**src/rtl/xpmwrap_spram_pkg.sv**
```systemverilog
// Shared types and constants for the single-port RAM wrapper and its request front-end.
package xpmwrap_spram_pkg;

    localparam int SPRAM_ADDR_WIDTH   = 6;
    localparam int SPRAM_DATA_WIDTH   = 32;
    localparam int SPRAM_BYTE_WIDTH   = 8;
    localparam int SPRAM_NB           = SPRAM_DATA_WIDTH / SPRAM_BYTE_WIDTH;
    // Must track READ_LATENCY_A of the RAM wrapper.
    localparam int SPRAM_READ_LATENCY = 2;

    typedef struct packed {
        logic [SPRAM_NB-1:0]         we;
        logic [SPRAM_ADDR_WIDTH-1:0] addr;
        logic [SPRAM_DATA_WIDTH-1:0] wdata;
    } spram_req_t;

    // Bits needed to hold a count from 0 to depth inclusive.
    function automatic int count_width(input int depth);
        return $clog2(depth + 1);
    endfunction

endpackage

```
**src/rtl/xpmwrap_spram_req_ctrl_if.sv**
```systemverilog
// Request, response and RAM port A signals of the request controller.
interface xpmwrap_spram_req_ctrl_if
    import xpmwrap_spram_pkg::*;
#(
    parameter int ADDR_WIDTH_A = SPRAM_ADDR_WIDTH,
    parameter int DATA_WIDTH_A = SPRAM_DATA_WIDTH,
    parameter int NB_A         = SPRAM_NB
);
    logic                    req_valid;
    logic                    req_ready;
    logic [NB_A-1:0]         req_we;
    logic [ADDR_WIDTH_A-1:0] req_addr;
    logic [DATA_WIDTH_A-1:0] req_wdata;
    logic                    rsp_valid;
    logic                    rsp_ready;
    logic [DATA_WIDTH_A-1:0] rsp_rdata;
    logic                    mem_ena;
    logic [NB_A-1:0]         mem_wea;
    logic [ADDR_WIDTH_A-1:0] mem_addra;
    logic [DATA_WIDTH_A-1:0] mem_dina;
    logic                    mem_regcea;
    logic                    mem_rsta;
    logic [DATA_WIDTH_A-1:0] mem_douta;

    modport slave (
        input  req_valid, req_we, req_addr, req_wdata, rsp_ready, mem_douta,
        output req_ready, rsp_valid, rsp_rdata,
        output mem_ena, mem_wea, mem_addra, mem_dina, mem_regcea, mem_rsta
    );

    modport master (
        output req_valid, req_we, req_addr, req_wdata, rsp_ready, mem_douta,
        input  req_ready, rsp_valid, rsp_rdata,
        input  mem_ena, mem_wea, mem_addra, mem_dina, mem_regcea, mem_rsta
    );

endinterface

```
**src/rtl/xpmwrap_sync_fifo.sv**
```systemverilog
// Synchronous FIFO with registered storage and a head-of-queue output.
module xpmwrap_sync_fifo
    import xpmwrap_spram_pkg::*;
#(
    parameter int WIDTH = 32,
    parameter int DEPTH = 4,
    localparam int PW   = $clog2(DEPTH),
    localparam int CW   = count_width(DEPTH)
) (
    input  logic             clk,
    input  logic             rst,
    input  logic             push,
    input  logic             pop,
    input  logic [WIDTH-1:0] din,
    output logic [WIDTH-1:0] dout,
    output logic             empty,
    output logic             full,
    output logic [CW-1:0]    count
);
    logic [WIDTH-1:0] mem [DEPTH];
    logic [PW-1:0]    wr_ptr;
    logic [PW-1:0]    rd_ptr;
    logic             do_pop;

    assign do_pop = pop & ~empty;
    assign empty  = (count == '0);
    assign full   = (count == CW'(DEPTH));
    assign dout   = mem[rd_ptr];

    // NOTE: storage carries no reset; only pointers and count decide what is valid.
    always_ff @(posedge clk) begin
        if (push) mem[wr_ptr] <= din;
    end

    // NOTE: state uses non-blocking assignments so every update sees pre-edge values.
    always_ff @(posedge clk) begin
        if (rst) begin
            wr_ptr <= '0;
            rd_ptr <= '0;
            count  <= '0;
        end else begin
            if (push)   wr_ptr <= wr_ptr + 1'b1;
            if (do_pop) rd_ptr <= rd_ptr + 1'b1;
            case ({push, do_pop})
                2'b10:   count <= count + 1'b1;
                2'b01:   count <= count - 1'b1;
                default: count <= count;
            endcase
        end
    end

    // Push while full is only safe when the head leaves in the same cycle.
    a_no_overflow: assert property (@(posedge clk) disable iff (rst) !(push && full && !pop));

endmodule

```
**src/rtl/xpmwrap_spram_req_ctrl.sv**
```systemverilog
// Valid/ready front-end for the byte-write single-port RAM: drives port A and
// returns read data through a credit-protected response FIFO.
module xpmwrap_spram_req_ctrl
    import xpmwrap_spram_pkg::*;
#(
    parameter int ADDR_WIDTH_A       = SPRAM_ADDR_WIDTH,
    parameter int DATA_WIDTH_A       = SPRAM_DATA_WIDTH,
    parameter int BYTE_WRITE_WIDTH_A = SPRAM_BYTE_WIDTH,
    parameter int RSP_DEPTH          = 4
) (
    input logic clka,
    input logic rsta,
    xpmwrap_spram_req_ctrl_if.slave bus
);
    localparam int NB_A = DATA_WIDTH_A / BYTE_WRITE_WIDTH_A;
    localparam int CW   = count_width(RSP_DEPTH);
    localparam int OW   = count_width(SPRAM_READ_LATENCY);
    localparam int SW   = CW + 1;

    logic          accept;
    logic          rd_accept;
    logic          rd_s1;
    logic          rd_s2;
    logic          credit_ok;
    logic [OW-1:0] outstanding;
    logic [SW-1:0] inflight;
    logic [CW-1:0] fifo_count;
    logic          fifo_empty;
    logic          fifo_full;

    // Every read in the pipe already owns a FIFO slot, so the sum bounds occupancy.
    assign outstanding = OW'(rd_s1) + OW'(rd_s2);
    assign inflight    = SW'(outstanding) + SW'(fifo_count);
    assign credit_ok   = inflight < SW'(RSP_DEPTH);

    assign bus.req_ready = ~rsta & credit_ok;
    assign accept        = bus.req_valid & bus.req_ready;
    assign rd_accept     = accept & ~|bus.req_we;

    assign bus.mem_ena    = accept;
    assign bus.mem_wea    = bus.req_we & {NB_A{accept}};
    assign bus.mem_addra  = bus.req_addr;
    assign bus.mem_dina   = bus.req_wdata;
    assign bus.mem_regcea = rd_s1;
    assign bus.mem_rsta   = rsta;

    always_ff @(posedge clka) begin
        if (rsta) begin
            rd_s1 <= 1'b0;
            rd_s2 <= 1'b0;
        end else begin
            rd_s1 <= rd_accept;
            rd_s2 <= rd_s1;
        end
    end

    assign bus.rsp_valid = ~fifo_empty;

    xpmwrap_sync_fifo #(
        .WIDTH (DATA_WIDTH_A),
        .DEPTH (RSP_DEPTH)
    ) u_fifo (
        .clk   (clka),
        .rst   (rsta),
        .push  (rd_s2),
        .pop   (bus.rsp_valid & bus.rsp_ready),
        .din   (bus.mem_douta),
        .dout  (bus.rsp_rdata),
        .empty (fifo_empty),
        .full  (fifo_full),
        .count (fifo_count)
    );

endmodule
```
**src/flat_wrapper.sv**
```systemverilog
// flat-port wrapper written by rule: the top's interface ports become plain ports
module xpmwrap_spram_req_ctrl_flat import xpmwrap_spram_pkg::*;
#(
    parameter int ADDR_WIDTH_A       = SPRAM_ADDR_WIDTH,
    parameter int DATA_WIDTH_A       = SPRAM_DATA_WIDTH,
    parameter int BYTE_WRITE_WIDTH_A = SPRAM_BYTE_WIDTH,
    parameter int RSP_DEPTH          = 4
)
  (clka, rsta, bus_req_valid, bus_req_we, bus_req_addr, bus_req_wdata, bus_rsp_ready, bus_mem_douta, bus_req_ready, bus_rsp_valid, bus_rsp_rdata, bus_mem_ena, bus_mem_wea, bus_mem_addra, bus_mem_dina, bus_mem_regcea, bus_mem_rsta);
  xpmwrap_spram_req_ctrl_if #(.ADDR_WIDTH_A(ADDR_WIDTH_A), .DATA_WIDTH_A(DATA_WIDTH_A)) bus_i ();
  input logic clka;
  input logic rsta;
  input wire logic [$bits(bus_i.req_valid)-1:0] bus_req_valid;
  input wire logic [$bits(bus_i.req_we)-1:0] bus_req_we;
  input wire logic [$bits(bus_i.req_addr)-1:0] bus_req_addr;
  input wire logic [$bits(bus_i.req_wdata)-1:0] bus_req_wdata;
  input wire logic [$bits(bus_i.rsp_ready)-1:0] bus_rsp_ready;
  input wire logic [$bits(bus_i.mem_douta)-1:0] bus_mem_douta;
  output wire logic [$bits(bus_i.req_ready)-1:0] bus_req_ready;
  output wire logic [$bits(bus_i.rsp_valid)-1:0] bus_rsp_valid;
  output wire logic [$bits(bus_i.rsp_rdata)-1:0] bus_rsp_rdata;
  output wire logic [$bits(bus_i.mem_ena)-1:0] bus_mem_ena;
  output wire logic [$bits(bus_i.mem_wea)-1:0] bus_mem_wea;
  output wire logic [$bits(bus_i.mem_addra)-1:0] bus_mem_addra;
  output wire logic [$bits(bus_i.mem_dina)-1:0] bus_mem_dina;
  output wire logic [$bits(bus_i.mem_regcea)-1:0] bus_mem_regcea;
  output wire logic [$bits(bus_i.mem_rsta)-1:0] bus_mem_rsta;
  assign bus_i.req_valid = bus_req_valid;
  assign bus_i.req_we = bus_req_we;
  assign bus_i.req_addr = bus_req_addr;
  assign bus_i.req_wdata = bus_req_wdata;
  assign bus_i.rsp_ready = bus_rsp_ready;
  assign bus_i.mem_douta = bus_mem_douta;
  assign bus_req_ready = bus_i.req_ready;
  assign bus_rsp_valid = bus_i.rsp_valid;
  assign bus_rsp_rdata = bus_i.rsp_rdata;
  assign bus_mem_ena = bus_i.mem_ena;
  assign bus_mem_wea = bus_i.mem_wea;
  assign bus_mem_addra = bus_i.mem_addra;
  assign bus_mem_dina = bus_i.mem_dina;
  assign bus_mem_regcea = bus_i.mem_regcea;
  assign bus_mem_rsta = bus_i.mem_rsta;
  xpmwrap_spram_req_ctrl #(.ADDR_WIDTH_A(ADDR_WIDTH_A), .DATA_WIDTH_A(DATA_WIDTH_A), .BYTE_WRITE_WIDTH_A(BYTE_WRITE_WIDTH_A), .RSP_DEPTH(RSP_DEPTH)) u_core (.clka(clka), .rsta(rsta), .bus(bus_i));
endmodule
```
**config.mk**
```make
export PLATFORM = sky130hd
export DESIGN_NAME = xpmwrap_spram_req_ctrl_flat
export DESIGN_NICKNAME = d
export VERILOG_FILES = /design/src/rtl/xpmwrap_spram_pkg.sv /design/src/rtl/xpmwrap_spram_req_ctrl_if.sv /design/src/rtl/xpmwrap_sync_fifo.sv /design/src/rtl/xpmwrap_spram_req_ctrl.sv /design/src/flat_wrapper.sv
export SDC_FILE = /design/constraint.sdc
export NUM_CORES = 1
export LEC_CHECK = 0
export BUFFER_PORTS_ARGS = -buffer_cell sky130_fd_sc_hd__buf_2
export CAP_MARGIN = 10
export CORE_MARGIN = 2
export CORE_UTILIZATION = 41
export CTS_BUF_LIST = sky130_fd_sc_hd__clkbuf_4 sky130_fd_sc_hd__clkbuf_8 sky130_fd_sc_hd__clkbuf_16
export CTS_CLUSTER_DIAMETER = 100
export DETAILED_ROUTE_END_ITERATION = 16
export HOLD_SLACK_MARGIN = 0.15
export PLACE_DENSITY_LB_ADDON = 0.1
export SLEW_MARGIN = 25
export SYNTH_ARGS = -nofsm -noshare
export SYNTH_HDL_FRONTEND = slang
export SYNTH_SLANG_ARGS = --single-unit
```
**constraint.sdc**
```tcl
create_clock -name clka -period 2 [get_ports clka]
set_input_delay 0 -clock clka [delete_from_list [all_inputs] [get_ports clka]]
set_output_delay 0 -clock clka [all_outputs]
set_load 0.05 [all_outputs]
```
==> impl_results.md, run 1 <==
* Max Cap Viol at 0
* Yosys warns at 0
* Clock power share at 43.3%
* # clock sinks at roughly 140
* Switch share at approximately a fifth
* Mapped Area at around 0.0055 mm2
* Setup violations, final at 0
* Worst Setup Path Type: register to output pin
* Antenna diode count at 0
* Buffer depth of the longest clock path at 2
* Die H at between 100 and 150 um
* DRT iter0 DRCs at 172
* Largest delay share family, worst path: compound AO/OA/AOI/OAI gates
* Average routed wire per standard cell at approximately 17 um
* Hold Vio Cnt, Final at 0
* Cell variety after synth at 25
* Layout cells sized above 1 at around 40%
* Worst setup EP type: output pin
* Switching power of the nets at between 0.001 and 0.0015 W
* Core ar. at 0.0132 mm2
* Die Area at 0.0143 mm2
* First-pass GRT wire length at about 15000 um
* Initial core utilization at roughly two fifths
* CP max stage delay at around 0.38 ns
* Logic pwr share at under 10%
* Post-Syn Nets at around 350
* CTS buffer count at 17
* Worst skew pair latency at about 0.41 ns
* Fin nets at 485
* Mapped Avg Cell Area at 20.6 um2
* Worst path cell trace: ha_4, a21o_1, a211oi_4, and3_4, buf_8
* P_leak at ~2.5 nW
* Run status: finished, final reports clean
* Rows at 42
* Die Wd at between 100 and 150 um
* Final GP Congestion at roughly 0.71
* Minimum clock period at ~1.9 ns
* PwrDens at slightly below 900 mW/mm2
* DR pass1 iterations at 4
* Fin. max-slew vios at 0
* Final wirelength at roughly 10000 um
* CP Data Required Time at 2.00 ns
* Cell internal pwr at 0.00508 W
* Buf/Inv on CP at 1
* Total gr overflow at 0
* I/O Pins at between 150 and 200
* Clock-pin slew on the worst setup and hold paths at roughly 0.05 ns
* # H-tree levels at 4
* Seq cells post-synth at between 100 and 150
* Total number of vias at around 2800
* Crit path max fanout at 7
* Startpoint Class: register
* Slew HR at around two fifths
* Register area share after synthesis at between 70% and 80%
* Clock tree from TritonCTS: yes
* Hold/Removal Path Class: primary input to register
* FILL cells at between 1000 and 1500
* Largest net degree at the start of global routing at 33
* Skew final at roughly 0.0046 ns
* Tot Pwr at around 0.0064 W
* Final period util at 93.9%
* Fin util at between 50% and 60%
* DP Wirelength at 5510 um
* Initial antenna violation count at 0
* GRT Total Usage at 14.6%
* Slowest stage cell on the critical path: dfxtp_4
* Sequential share of power at 49.8%
* DRC at 0
* RSZ-0062 raised after global routing: no
* Worst ir drop on vdd at 490 uV
* Post-Syn Instances at around 270
* Port-buffer cells at 80
* Root Buffer: clkbuf_16
* Least-Margin Pin Slew at a little under 0.9 ns
* Worst Path Arrival at about 1.9 ns
* Via-to-Cell Ratio at 4.76
* Synth-to-Final Area Change at 31.2%
* F_max at 0.533 GHz
* DRT antenna net count at 0
* Vias in the first global route at about 3000
==> repair_timing <==
item	in CTS	in global routing
resized for setup	15	4
gates cloned	0	0
hold buffers	74	0
pin swaps	3	3
hold endpoints to repair	177	0
endpoints found under the setup margin	5	6
setup buffers	0	1
==> kinds of logic (layout without fill, tap and decap cells) <==
| logic type | count (synthesis) | count (layout) | synth area share (%) |
|---|---|---|---|
| mux | 33 | 33 | 13.3 |
| xor+xnor | 5 | 5 | 0.797 |
| simple gates | 22 | 22 | 2.14 |
| compound gates | 7 | 7 | 1.09 |
| flops | 139 | 139 | 74.0 |
| buf+inv | 54 | 197 | 6.99 |
| fa+ha+maj | 7 | 7 | 1.73 |
==> worst reg2reg max path, stage by stage (launching register included) <==
cell and delay [ns]:
dfxtp_4 0.38, ha_4 0.20, a21o_1 0.18, a211oi_4 0.33, and3_1 0.20, dlygate4sd3_1 0.53
==> cell type report <==
class	instances	area, um2	share of cell area [%]
Sequential cell	139	4070	56.5
Timing Repair Buffer	162	1290	17.9
Multi-Input combinational cell	74	1090	15.1
Clock buffer	23	470	6.52
Tap cell	176	220	3.05
Clock inverter	6	50.0	0.694
Inverter	6	22.5	0.312
==> layer usage <==
metal / routed length, um / vias to the layer above / track usage [%]
met4: 103 / 0 / 4.63
met5: 0 / - / 0
met2: 5090 / 115 / 24.1
met1: 4060 / 1385 / 17.7
li1: - / 1277 / -
met3: 605 / 12 / 5.56
==> synth_stat cells <==
master | count | area share (%)
mux2i_1 | 1 | 0.18
o31a_1 | 1 | 0.16
o21ai_0 | 1 | 0.091
xor2_1 | 3 | 0.48
or3_1 | 2 | 0.23
and2_1 | 5 | 0.57
nor2b_1 | 1 | 0.11
clkbuf_1 | 1 | 0.068
nor2_1 | 8 | 0.55
mux4_2 | 32 | 13
xnor2_1 | 2 | 0.32
and3_1 | 5 | 0.57
a21o_1 | 1 | 0.14
nor4_1 | 1 | 0.11
a21oi_1 | 2 | 0.18
buf_2 | 4 | 0.36
o311ai_0 | 1 | 0.16
fa_1 | 1 | 0.36
dfxtp_1 | 11 | 4.0
edfxtp_1 | 128 | 70
a211oi_4 | 1 | 0.36
buf_6 | 4 | 0.82
buf_4 | 39 | 5.3
inv_1 | 6 | 0.41
ha_1 | 6 | 1.4
==> power groups by stage <==
stage                     Sequential (W)  Combinational (W)  Clock (W)
after CTS                        0.00318           0.000440    0.00285
after global placement           0.00324           0.000165          0
after global routing             0.00318           0.000462    0.00298
after floorplan                  0.00324           0.000291          0
after detailed placement         0.00324           0.000169          0
final                            0.00318           0.000441    0.00277
==> through the flow <==
stage	TNS (ns)	area, um2	hold slack (ns)	std cells	worst slack, ns
after global routing	0	7210	0.330	586	0.0213
after CTS	0	7180	0.326	585	0.0232
after detailed placement	0	5880	0.000341	483	0.187
after floorplan	-0.0273	5500	0.0989	267	-0.00683
final	0	7210	0.337	586	0.123
after global placement	0	5880	0.000341	483	0.240
==> sequential cells by signal (all words and copies together) (netlist names), named ones only <==
register / cells
u_core.u_fifo.mem: 128
u_core.u_fifo.count: 3
u_core.u_fifo.rd_ptr: 2
u_core.u_fifo.wr_ptr: 2
u_core.bus.mem_regcea: 1
u_core.rd_s2: 1
==> cell usage in the layout (no fill, tap or decap) <==
master / count
mux4_2: 32
dlygate4sd3_1: 74
clkbuf_16: 17
ha_4: 1
clkbuf_4: 6
edfxtp_1: 128
clkinv_2: 1
mux2i_1: 1
buf_2: 75
buf_6: 3
ha_1: 5
clkinv_1: 4
nor2_1: 8
xor2_1: 3
buf_12: 4
dfxtp_4: 1
fa_1: 1
a21o_1: 1
a21oi_1: 2
or3_1: 2
bufinv_16: 1
o21ai_0: 1
nor2b_1: 1
buf_4: 4
and3_4: 4
dfxtp_2: 3
o31a_1: 1
a211oi_4: 1
o311ai_0: 1
and3_1: 1
xnor2_1: 2
inv_1: 6
nor4_1: 1
buf_8: 2
and2_2: 5
dfxtp_1: 7
==> path summary, 6_finish.rpt <==
path	start	end	slack, ns	cells after the start
worst min register to register	u_core.bus.mem_regcea	u_core.rd_s2	0.50	1
worst max-delay path	u_core.u_fifo.count[0]	bus_mem_wea[3]	0.12	5
worst max register to register	u_core.u_fifo.count[0]	u_core.bus.mem_regcea	0.13	5
worst min-delay path	bus_mem_douta[12]	u_core.u_fifo.mem[3][12]	0.34	2
Power figures use the tool's default switching activity.
==> run 2, diff against run 1 <==
==> constraint.sdc (replaced) <==
create_clock -name clka -period 2 [get_ports clka]
set_input_delay 0.4 -clock clka [delete_from_list [all_inputs] [get_ports clka]]
set_output_delay 0.4 -clock clka [all_outputs]
set_load 0.05 [all_outputs]
==> run 2 against run 1 <==
Compared with the run above: worst hold slack worse by 0.14 ns; highest routed layer is now met5; the run now ends with negative setup slack left; clock-buffer cell count decreased by 5; clock power grew 8.7%; die area did not move.
==> impl_results.md, run 2 (synthesized netlist as in run 1, its figures left out) <==
* FF+latch area at 0.00407 mm2
* Final period util at 114%
* Initial core utilization at approximately two fifths
* Die Area at 0.0143 mm2
* Worst skew pair latency at approximately 0.41 ns
* Hold/Removal Path Class: primary input to register
* Largest net degree at the start of global routing at 33
* Via-to-Cell Ratio at a little under 5
* I/O Pins at between 150 and 200
* FILL cells at ~1100
* Least-Margin Pin Slew at about 0.94 ns
* Slew HR at around 37%
* Core ar. at about 0.013 mm2
* Skew final at slightly below 0.005 ns
* CP Data Required Time at 1.60 ns
* Max Cap Viol at 0
* Run status: finished with violations
* Setup ws final at -0.273 ns
* Layout cells sized above 1 at 50.3%
* Biggest register: u_core.u_fifo.mem
* RSZ-0062 raised after global routing: yes
* Total gr overflow at 0
* DR pass1 iterations at 4
* # clock sinks at 139
* Clock-pin slew on the worst setup and hold paths at around 0.060 ns
* Average routed wire per standard cell at 18.5 um
* Worst ir drop on vdd at between 500 and 600 uV
* DP Wirelength at 5750 um
* GRT Total Usage at between 10% and 20%
* Root Buffer: clkbuf_16
* Final GP Congestion at between 0.6 and 0.7
* Minimum clock period at about 2.3 ns
* Final wirelength at between 9000 and 10000 um
* Largest register FFs at approximately 130
* First-pass GRT wire length at ~15000 um
* # H-tree levels at 4
* Antenna diode count at 0
* Buffer depth of the longest clock path at 2
* Die Wd at approximately 120 um
* Initial antenna violation count at 1
* Most frequent cells in the layout: edfxtp_1 (128), buf_2 (42), mux4_2 (32), buf_6 (30), clkbuf_16 (17)
* Final hold slack at 0.199 ns
* Top Registers: u_core.u_fifo.mem x128, u_core.u_fifo.count x3
* Post-DP Area at roughly 0.006 mm2
* Commonest non-fill, non-tap cell in the layout: edfxtp_1
* Final Instance Area at between 0.006 and 0.007 mm2
* Multi-input gate area at about 0.0011 mm2
* Failing checks: negative setup slack
* P_leak at roughly 2.4 nW
* F_max at ~0.44 GHz
* Clock tree from TritonCTS: yes
* Synth-to-Final Area Change at 25.5%
* DRT antenna net count at 0
* Die H at ~120 um
* DRT iter0 DRCs at 168
* Setup violations, final at 38
* Total number of vias at 2602
* Worst Path Arrival at between 1.5 and 2 ns
* Fin. max-slew vios at 0
* DRC at 0
* Fin util at 52.3%
* Fin nets at 423
* Hold Vio Cnt, Final at 0
* PwrDens at 927 mW/mm2
* CTS buffer count at 17
* Port-buffer cells at 80
* Startpoint Class: register
* Crit path max fanout at 7
* Worst setup EP type: output pin
* Rows at between 40 and 50
* Vias in the first global route at ~2700
* Worst Setup Path Type: register to output pin
## run 2: repair_timing
action,4_1_cts,5_1_grt
resized for setup,87,6
pin swaps,4,4
gates cloned,3,0
endpoints found under the setup margin,39,40
setup buffers,3,2
hold buffers,0,0
## run 2: final timing paths
kind / from / to / slack [ns] / depth (start not counted)
max: u_core.u_fifo.count[0] / bus_mem_wea[0] / -0.27 / 5
min: bus_mem_douta[13] / u_core.u_fifo.mem[0][13] / 0.20 / 1
max reg2reg: u_core.u_fifo.count[0] / u_core.u_fifo.count[2] / 0.12 / 8
min reg2reg: u_core.u_fifo.rd_ptr[1] / register / 0.55 / 2
## run 2: final cells by class
class / instances / share of cell area [%]
well taps: 176 / 3.19
clock inverters: 11 / 1.89
clock buffers: 18 / 6.28
multi-input cells: 74 / 15.8
repair buffers: 100 / 13.5
inverters: 6 / 0.327
flip-flops and latches: 139 / 59.1
## run 2: metrics by stage
stage | power (W) | TNS [ns] | instances | worst slack, ns
6_report | 0.00639 | -4.56 | 524 | -0.273
3_5_place_dp | 0.00341 | 0 | 489 | 0.0263
5_1_grt | 0.00658 | -6.94 | 524 | -0.344
3_3_place_gp | 0.00341 | 0 | 489 | 0.0572
2_1_floorplan | 0.00353 | -1.25 | 267 | -0.281
4_1_cts | 0.00644 | -7.04 | 524 | -0.324
## run 2: critical path, stage by stage, from the launching register on
cell and delay [ns]:
dfxtp_2 0.33, ha_4 0.22, a21o_1 0.18, a211oi_4 0.33
and3_4 0.25, buf_8 0.14
## run 2: power by group
group,total (W),internal (W),switching (W)
registers,0.00318,0.00317,0.00000265
logic,0.000202,0.0000863,0.000116
clock network,0.00301,0.00193,0.00109
total,0.00639,0.00519,0.00121
## run 2: routing by layer
metal | up-vias | GRT usage, % | routed length, um
li1 | 1157 | - | -
met1 | 1317 | 18.9 | 4150
met2 | 104 | 22.0 | 4620
met3 | 22 | 5.56 | 698
met4 | 2 | 6.99 | 199
met5 | - | 0 | 13
